File: src/rtl/cdb_arbiter.sv
// cdb_arbiter
//   Round-robin arbiter and broadcaster for the common data bus. Each
//   reservation station raises req with its result. One winner is chosen
//   per cycle and gets a one-cycle accepted pulse. The same cycle carries a
//   registered broadcast of (valid, tag, data). A station's tag is
//   TAG_BASE + its port index, so stations never carry their own tag.
//
// Ports
//   clk       : rising-edge clock
//   rst       : asynchronous active-high reset
//   req       : per-station result request
//   req_data  : per-station result, slice i = [i*DATA_W +: DATA_W]
//   bus_busy  : external producer owns the bus this cycle, no grant
//   accepted  : registered one-hot grant pulse to the winning station
//   cdb_valid : registered broadcast valid
//   cdb_tag   : registered broadcast tag
//   cdb_data  : registered broadcast data
module cdb_arbiter #(
  parameter int N_SRC    = 4,
  parameter int DATA_W   = 4,
  parameter int TAG_W    = 4,
  parameter int TAG_BASE = 1
) (
  input  logic                    clk,
  input  logic                    rst,
  input  logic [N_SRC-1:0]        req,
  input  logic [N_SRC*DATA_W-1:0] req_data,
  input  logic                    bus_busy,
  output logic [N_SRC-1:0]        accepted,
  output logic                    cdb_valid,
  output logic [TAG_W-1:0]        cdb_tag,
  output logic [DATA_W-1:0]       cdb_data
);

  localparam int              PTR_W    = (N_SRC > 1) ? $clog2(N_SRC) : 1;
  localparam logic [PTR_W:0]  N_IDX    = (PTR_W+1)'(N_SRC);
  localparam logic [PTR_W-1:0] LAST_IDX = PTR_W'(N_SRC-1);

  // Broadcast tag of a station, derived from its port index.
  function automatic logic [TAG_W-1:0] src_tag(input logic [PTR_W-1:0] idx);
    return TAG_W'(TAG_BASE) + TAG_W'(idx);
  endfunction

  // Explicit wrap so a non-power-of-two N_SRC never reaches an unused index.
  function automatic logic [PTR_W-1:0] next_ptr(input logic [PTR_W-1:0] idx);
    return (idx == LAST_IDX) ? '0 : idx + 1'b1;
  endfunction

  logic [PTR_W-1:0]  ptr;
  logic [DATA_W-1:0] slice_p0 [N_SRC];
  logic [N_SRC-1:0]  elig_p0;
  logic [N_SRC-1:0]  onehot_p0;
  logic              found_p0;
  logic [PTR_W-1:0]  win_p0;
  logic [PTR_W:0]    idx_ext;
  logic [PTR_W-1:0]  cand;

  for (genvar g = 0; g < N_SRC; g++) begin : g_slice
    assign slice_p0[g] = req_data[g*DATA_W +: DATA_W];
  end

  // Stage p0: eligibility and round-robin scan starting at ptr.
  // A station holding accepted this cycle is masked so the req it still
  // shows on the edge ending its accepted cycle cannot win a second time.
  always_comb begin
    elig_p0   = req & ~accepted & {N_SRC{~bus_busy}};
    found_p0  = 1'b0;
    win_p0    = '0;
    idx_ext   = '0;
    cand      = '0;
    onehot_p0 = '0;
    for (int k = 0; k < N_SRC; k++) begin
      idx_ext = {1'b0, ptr} + (PTR_W+1)'(k);
      if (idx_ext >= N_IDX) idx_ext = idx_ext - N_IDX;
      cand = idx_ext[PTR_W-1:0];
      if (!found_p0 && elig_p0[cand]) begin
        found_p0 = 1'b1;
        win_p0   = cand;
      end
    end
    if (found_p0) onehot_p0[win_p0] = 1'b1;
  end

  // Stage p1: registered grant and broadcast. Tag and data hold when idle.
  always_ff @(posedge clk or posedge rst) begin
    if (rst) begin
      accepted  <= '0;
      cdb_valid <= 1'b0;
      cdb_tag   <= '0;
      cdb_data  <= '0;
      ptr       <= '0;
    end else if (found_p0) begin
      accepted  <= onehot_p0;
      cdb_valid <= 1'b1;
      cdb_tag   <= src_tag(win_p0);
      cdb_data  <= slice_p0[win_p0];
      ptr       <= next_ptr(win_p0);
    end else begin
      accepted  <= '0;
      cdb_valid <= 1'b0;
    end
  end

endmodule

File: config.mk
export PLATFORM = sky130hd
export DESIGN_NAME = cdb_arbiter
export DESIGN_NICKNAME = d
export VERILOG_FILES = /design/src/rtl/cdb_arbiter.sv
export SDC_FILE = /design/constraint.sdc
export NUM_CORES = 1
export LEC_CHECK = 0
export CAP_MARGIN = 20
export CORE_MARGIN = 2
export CORE_UTILIZATION = 40
export DETAILED_ROUTE_END_ITERATION = 16
export GPL_ROUTABILITY_DRIVEN = 0
export PLACE_DENSITY = 0.84
export SLEW_MARGIN = 20
export SYNTH_ARGS = -nofsm -noshare
export SYNTH_HDL_FRONTEND = slang
export SYNTH_SLANG_ARGS = --single-unit
export TNS_END_PERCENT = 5
File: constraint.sdc
create_clock -name clk -period 2.35 [get_ports clk]
set_clock_uncertainty 0.1 [all_clocks]
set_input_delay 0.5875 -clock clk [delete_from_list [all_inputs] [get_ports clk]]
set_output_delay 0.5875 -clock clk [all_outputs]
set_load 0.03 [all_outputs]
==> qor.yml, run 1 <==
die_h_um: 48.74
yosysSeqAreaShare_pct: 37.50
grt_max_degree: 13
overflow: 0
leakage_nw: 0.5755
vias_per_cell: 5.013
p_per_area_nw_per_um2: 911.9
grt_antenna_before_repair: 0
grt_pass1_wl_mm: 3.374
insertion_delay_ns: 0.27
die_w_um: 48.74
finalSetupTns_ns: 0
std_cell_rows: 16
wirelength_mm: 2.040
wl_met1_um: 881
grt_pass1_vias: 754
syn_nets: 109
path_cells: "clkdlybuf4s50_1 -> nor3b_1 -> nor3_2 -> o22a_2 -> nor2_4 -> inv_2 -> ha_1 -> mux2_2"
topRoutingLayerUsed: "met4"
cp_max_fo: 2
via_count: 767
irDropWorstVdd_mv: 0.5212
wl_per_cell_um: 13.33
startpoint_type: "input pin"
initial_utilization_pct: 41.67
synth_area_um2: 800.8
final_cell_count_no_fill: 153
worst_slack_ns: 0.08837
cts_num_sinks: 12
period_share_pct: 96.24
critical_path_arrival_ns: 2.31
final_nets: 155
areaGrowthSynthToFinish_pct: 59.84
synth_cell_types: 32
fillerInstances: 164
avgSynthCellArea_um2: 9.765
port-buffer-count: 34
hold_class: "reg2reg"
wl_met3_um: 90
rrSetupSlack_ns: 0.37
cpMaxStageDelayCell: "clkdlybuf4s50_1"
layout_common_cells: "clkdlybuf4s50_1 (34), dfrtp_1 (12), buf_4 (10)"
first_pass_iters: 4
dieArea_um2: 2376
ioPinCount: 36
drt_iter0_markers: 18
clkTransAtPathRegs_ns: 0.07
place_ws_ns: -0.1977
fmax_ghz: 0.4422
dp_hpwl_mm: 1.664
synth_top_area_share_pct: 37.50
multi_input_area_um2: 496.7
cts_tree: "done"
dp.cells: 150
clockBufferDepth: 2
cts_setup_buffers: 0
root_buffer: "clkbuf_4"
diodes: 0
synth_area_leaders: "dfrtp_1 (38%), ha_1 (6.3%), mux2i_1 (6.3%), and2_1 (3.9%), nand2b_1 (3.9%)"
drive_gt1_share_pct: 21.43
status: "finished, final reports clean"
drv_cap: 0
met2_length_mm: 1.038
drv_slew: 0
hold_violations: 0
grt_usage_pct: 18.11
ys_warn_count: 0
grt_setup_unrepaired: "no"
final_common_cell: "clkdlybuf4s50_1"
synth_cells: 82
drcViolationCount: 0
final-setup-viol-count: 0
core_um2: 1922
crit_type: "in2reg"
seq_area_um2: 300.3
synth_seq_cells: 12
yosys.area.top_type: "dfrtp_1"
hold_ws_ns: 0.4136
cpPeakStageDelay_ns: 0.48
fin_crit_ns: 2.262
cp-end-kind: "flip-flop"
crit_required_ns: 2.40
hold_buffers: 0
ant_nets: 0
cts-buffers-inserted: 3
htree_levels: 1
[kinds of logic (layout without fill, tap and decap cells)]
kind of cell	after synthesis	count (layout)	synth area share [%]
and+or+nand+nor	33	33	25.31
AOI/OAI and AO/OA	19	19	17.03
DFF	12	12	37.50
muxes	7	7	9.063
buffers and inverters	6	50	4.375
adders and majority gates	4	4	6.250
other	1	1	0.4683
[final cells by class]
cell class,instances,area share [%]
clock buffer,3,1.760
inverter,3,0.8798
multi-input combinational,64,38.81
sequential,12,23.46
tap,27,2.639
timing repair buffer,44,32.45
[report_power, final]
part | switching, mW | leakage [nW] | total, mW | internal (mW)
registers | 0.0692 | 0.146 | 0.344 | 0.275
clock network | 0.0614 | 0.0138 | 0.121 | 0.0592
logic | 0.360 | 0.416 | 0.703 | 0.343
[Yosys cell counts]
master and n:
a211o_2 1, a211oi_1 4, a211oi_2 1, a21boi_1 1
a21oi_1 2, and2_1 5, and3_1 4, buf_2 1
buf_4 1, buf_6 1, conb_1 1, dfrtp_1 12
ha_1 4, inv_1 3, mux2_2 2, mux2i_1 5
nand2_1 1, nand2b_1 5, nand3_1 4, nor2_1 6
nor2_4 1, nor2b_1 2, nor2b_2 1, nor3_1 1
nor3b_1 1, nor4b_1 1, nor4b_2 1, o21ai_0 5
o21bai_1 2, o22a_2 1, o22ai_1 1, o31a_2 1
[worst paths after layout]
check,start,endpoint,cells after the start
max in group asynchronous,rst,cdb_data[3],2
max reg2reg,ptr[1],ptr[1],7
max,req[2],ptr[1],8
min in group asynchronous,rst,accepted[0],2
min reg2reg,cdb_tag[2],cdb_tag[2],1
min,cdb_tag[2],cdb_tag[2],1
[flip-flops by register name, summed over array words and instances, names as in the netlist]
signal and cells:
cdb_data 4, cdb_tag 2, accepted 4, ptr 1, cdb_valid 1
[per-stage QoR]
| stage | instance area, um^2 | util [%] | power [mW] |
|---|---|---|---|
| floorplan | 800.8 | - | 0.7288 |
| global placement | 1226 | 63.80 | 1.008 |
| detailed placement | 1226 | 63.80 | 1.030 |
| CTS | 1249 | 64.97 | 1.150 |
| global route | 1280 | 66.60 | 1.248 |
| finish | 1280 | 66.60 | 1.167 |
[per-layer routing]
layer	up-vias	global-route usage, %
li1	384	-
met1	353	22.16
met2	26	31.28
met3	4	3.395
met4	0	7.143
met5	-	0
[what timing repair did]
action / CTS / global route
endpoints found under the setup margin: 0 / 4
hold endpoints to repair: 0 / 0
resized for setup: 0 / 8
[critical path, delay by kind of cell]
family          cells  cell delay [ns]
fa+ha+maj           1             0.25
mux                 1             0.26
simple gates        3             0.44
compound gates      1             0.25
buf+inv             2             0.52
Power figures use the tool's default switching activity.
==> run 2: changes to the inputs <==
--- a/config.mk
+++ b/config.mk
@@ -5,12 +5,13 @@
 export SDC_FILE = /design/constraint.sdc
 export NUM_CORES = 1
 export LEC_CHECK = 0
+export ABC_AREA = 1
 export CAP_MARGIN = 20
 export CORE_MARGIN = 2
 export CORE_UTILIZATION = 40
 export DETAILED_ROUTE_END_ITERATION = 16
 export GPL_ROUTABILITY_DRIVEN = 0
-export PLACE_DENSITY = 0.84
+export PLACE_DENSITY = 0.78
 export SLEW_MARGIN = 20
 export SYNTH_ARGS = -nofsm -noshare
 export SYNTH_HDL_FRONTEND = slang
==> qor.yml, run 2 <==
status: "finished, final reports clean"
layout_common_cells: "nand2_1 (41), clkdlybuf4s50_1 (33), inv_1 (27)"
syn_nets: 181
final-setup-viol-count: 0
die_w_um: 56.14
drv_cap: 0
dieArea_um2: 3151
fillerInstances: 249
via_count: 1087
wl_per_cell_um: 10.71
std_cell_rows: 18
synth_edf_count: 0
crit_required_ns: 2.40
cpPeakStageDelay_ns: 0.51
ant_nets: 0
multi_input_area_um2: 651.9
largestRegisters: "accepted x4, cdb_data x4, cdb_tag x2"
hold_ws_ns: 0.3835
grt_antenna_before_repair: 0
cp-end-kind: "flip-flop"
synth_seq_cells: 12
grt_pass1_wl_mm: 4.036
synth_common_cells: "nand2_1 (41), inv_1 (28), nand3_1 (24), nand4_1 (13), dfrtp_1 (12)"
period_share_pct: 96.25
seq_area_um2: 301.5
hold_violations: 0
vias_per_cell: 4.789
synth_most_common_cell: "nand2_1"
final_common_cell: "nand2_1"
hold_class: "reg2reg"
synth_top_area_share_pct: 27.62
die_h_um: 56.14
fmax_ghz: 0.4421
avgSynthCellArea_um2: 7.060
ys_warn_count: 0
insertion_delay_ns: 0.26
htree_levels: 1
drcViolationCount: 0
fin_crit_ns: 2.262
grt_setup_unrepaired: "yes"
cts_tree: "done"
rrSetupSlack_ns: 0.27
cpMaxStageDelayCell: "clkdlybuf4s50_1"
synth_cells: 154
reg2reg_depth: 12
first_pass_iters: 4
grt_pass1_vias: 1004
final_nets: 225
dp_hpwl_mm: 1.956
synth_area_um2: 1087
drt_iter0_markers: 30
cts_num_sinks: 12
grt_max_degree: 13
crit_type: "in2reg"
overflow: 0
root_buffer: "clkbuf_4"
startpoint_type: "input pin"
clkTransAtPathRegs_ns: 0.07
drive_gt1_share_pct: 17.77
wirelength_mm: 2.431
worstSetupEndpoint: "ptr[1]"
initial_utilization_pct: 43.11
critical_path_arrival_ns: 2.31
startpoint: "req[1]"
cp_max_fo: 7
cts-buffers-inserted: 3
path_cells: "clkdlybuf4s50_1 -> nand4_1 -> nand3_2 -> nand2_4 -> nand3_1 -> nand3_1 -> nand2_1 -> nand2_2 -> ha_1 -> nand2_1 -> o21ai_0"
ioPinCount: 36
finish.utilization_pct: 61.56
grt_usage_pct: 15.32
rr_endpoint: "ptr[1]"
yosys.area.top_type: "dfrtp_1"
clockBufferDepth: 2
synthFlopType: "dfrtp_1"
synthArstFlopShare_pct: 100.0
yosysSeqAreaShare_pct: 27.62
synth_cell_types: 22
diodes: 0
areaGrowthSynthToFinish_pct: 42.81
port-buffer-count: 34
drv_slew: 0
r2r-start: "cdb_tag[0]"
hold_buffers: 0
synth_area_leaders: "dfrtp_1 (28%), nand2_1 (14%), nand3_1 (11%), inv_1 (9.7%), nand4_1 (7.5%)"
core_um2: 2522
[run 2: what timing repair did]
action | in CTS | in global routing
endpoints found under the hold margin | 0 | 0
setup buffers | 0 | 0
pin swaps | 3 | 2
gates resized for setup | 5 | 2
endpoints found under the setup margin | 2 | 4
[run 2: cell type report]
type | count | area share [%]
Tap cell | 30 | 2.417
Clock buffer | 4 | 2.337
Sequential cell | 12 | 19.42
Inverter | 29 | 7.172
Multi-Input combinational cell | 108 | 41.98
Timing Repair Buffer | 44 | 26.67
[run 2: cells by family after synthesis]
logic type / after synthesis / share of synthesized area, %
other: 1 / 0.3449
AO/OA/AOI/OAI: 4 / 2.186
buffers and inverters: 34 / 13.81
AND/OR/NAND/NOR: 97 / 47.41
XOR/XNOR: 2 / 4.028
adder cells (fa/ha/maj): 4 / 4.603
flip-flops: 12 / 27.62
[run 2: metrics by stage]
| stage | instances | TNS, ns | instance area, um^2 | setup slack, ns |
|---|---|---|---|---|
| 2_1_floorplan | 154 | 0 | 1087 | 0.1818 |
| 3_3_place_gp | 223 | -1.945 | 1501 | -0.2373 |
| 3_5_place_dp | 223 | -2.731 | 1501 | -0.3195 |
| 4_1_cts | 227 | 0 | 1546 | 0.008049 |
| 5_1_grt | 227 | -0.06298 | 1553 | -0.03273 |
| 6_report | 227 | 0 | 1553 | 0.08819 |
[run 2: worst max-delay path, delay by kind of cell]
kind	cells	cell delay, ns
AO/OA/AOI/OAI	1	0.07
adder cells (fa/ha/maj)	1	0.29
buffers and inverters	1	0.51
AND/OR/NAND/NOR	8	0.85
[run 2: worst min-delay path by stage]
stage / start / endpoint / slack, ns / depth (start not counted)
2_1_floorplan: rst / accepted[0] / 0.35 / 1
3_3_place_gp: cdb_data[2] / cdb_data[2] / 0.37 / 2
3_5_place_dp: cdb_data[1] / cdb_data[1] / 0.37 / 2
4_1_cts: cdb_data[2] / cdb_data[2] / 0.39 / 2
5_1_grt: cdb_data[2] / cdb_data[2] / 0.41 / 2
6_report: cdb_data[2] / cdb_data[2] / 0.38 / 2
[run 2: routing by layer]
metal / share of wire (%) / GRT usage, % / vias to the layer above
met2: 47 / 26.22 / 40
met4: 0.41 / 3.741 / 0
li1: - / - / 577
met5: 0 / 0 / -
met1: 46 / 19.12 / 468
met3: 6.3 / 3.953 / 2
Power of run 2 is not shown: default switching activity piles up to over one toggle a cycle in this logic, so the estimate is an artifact.
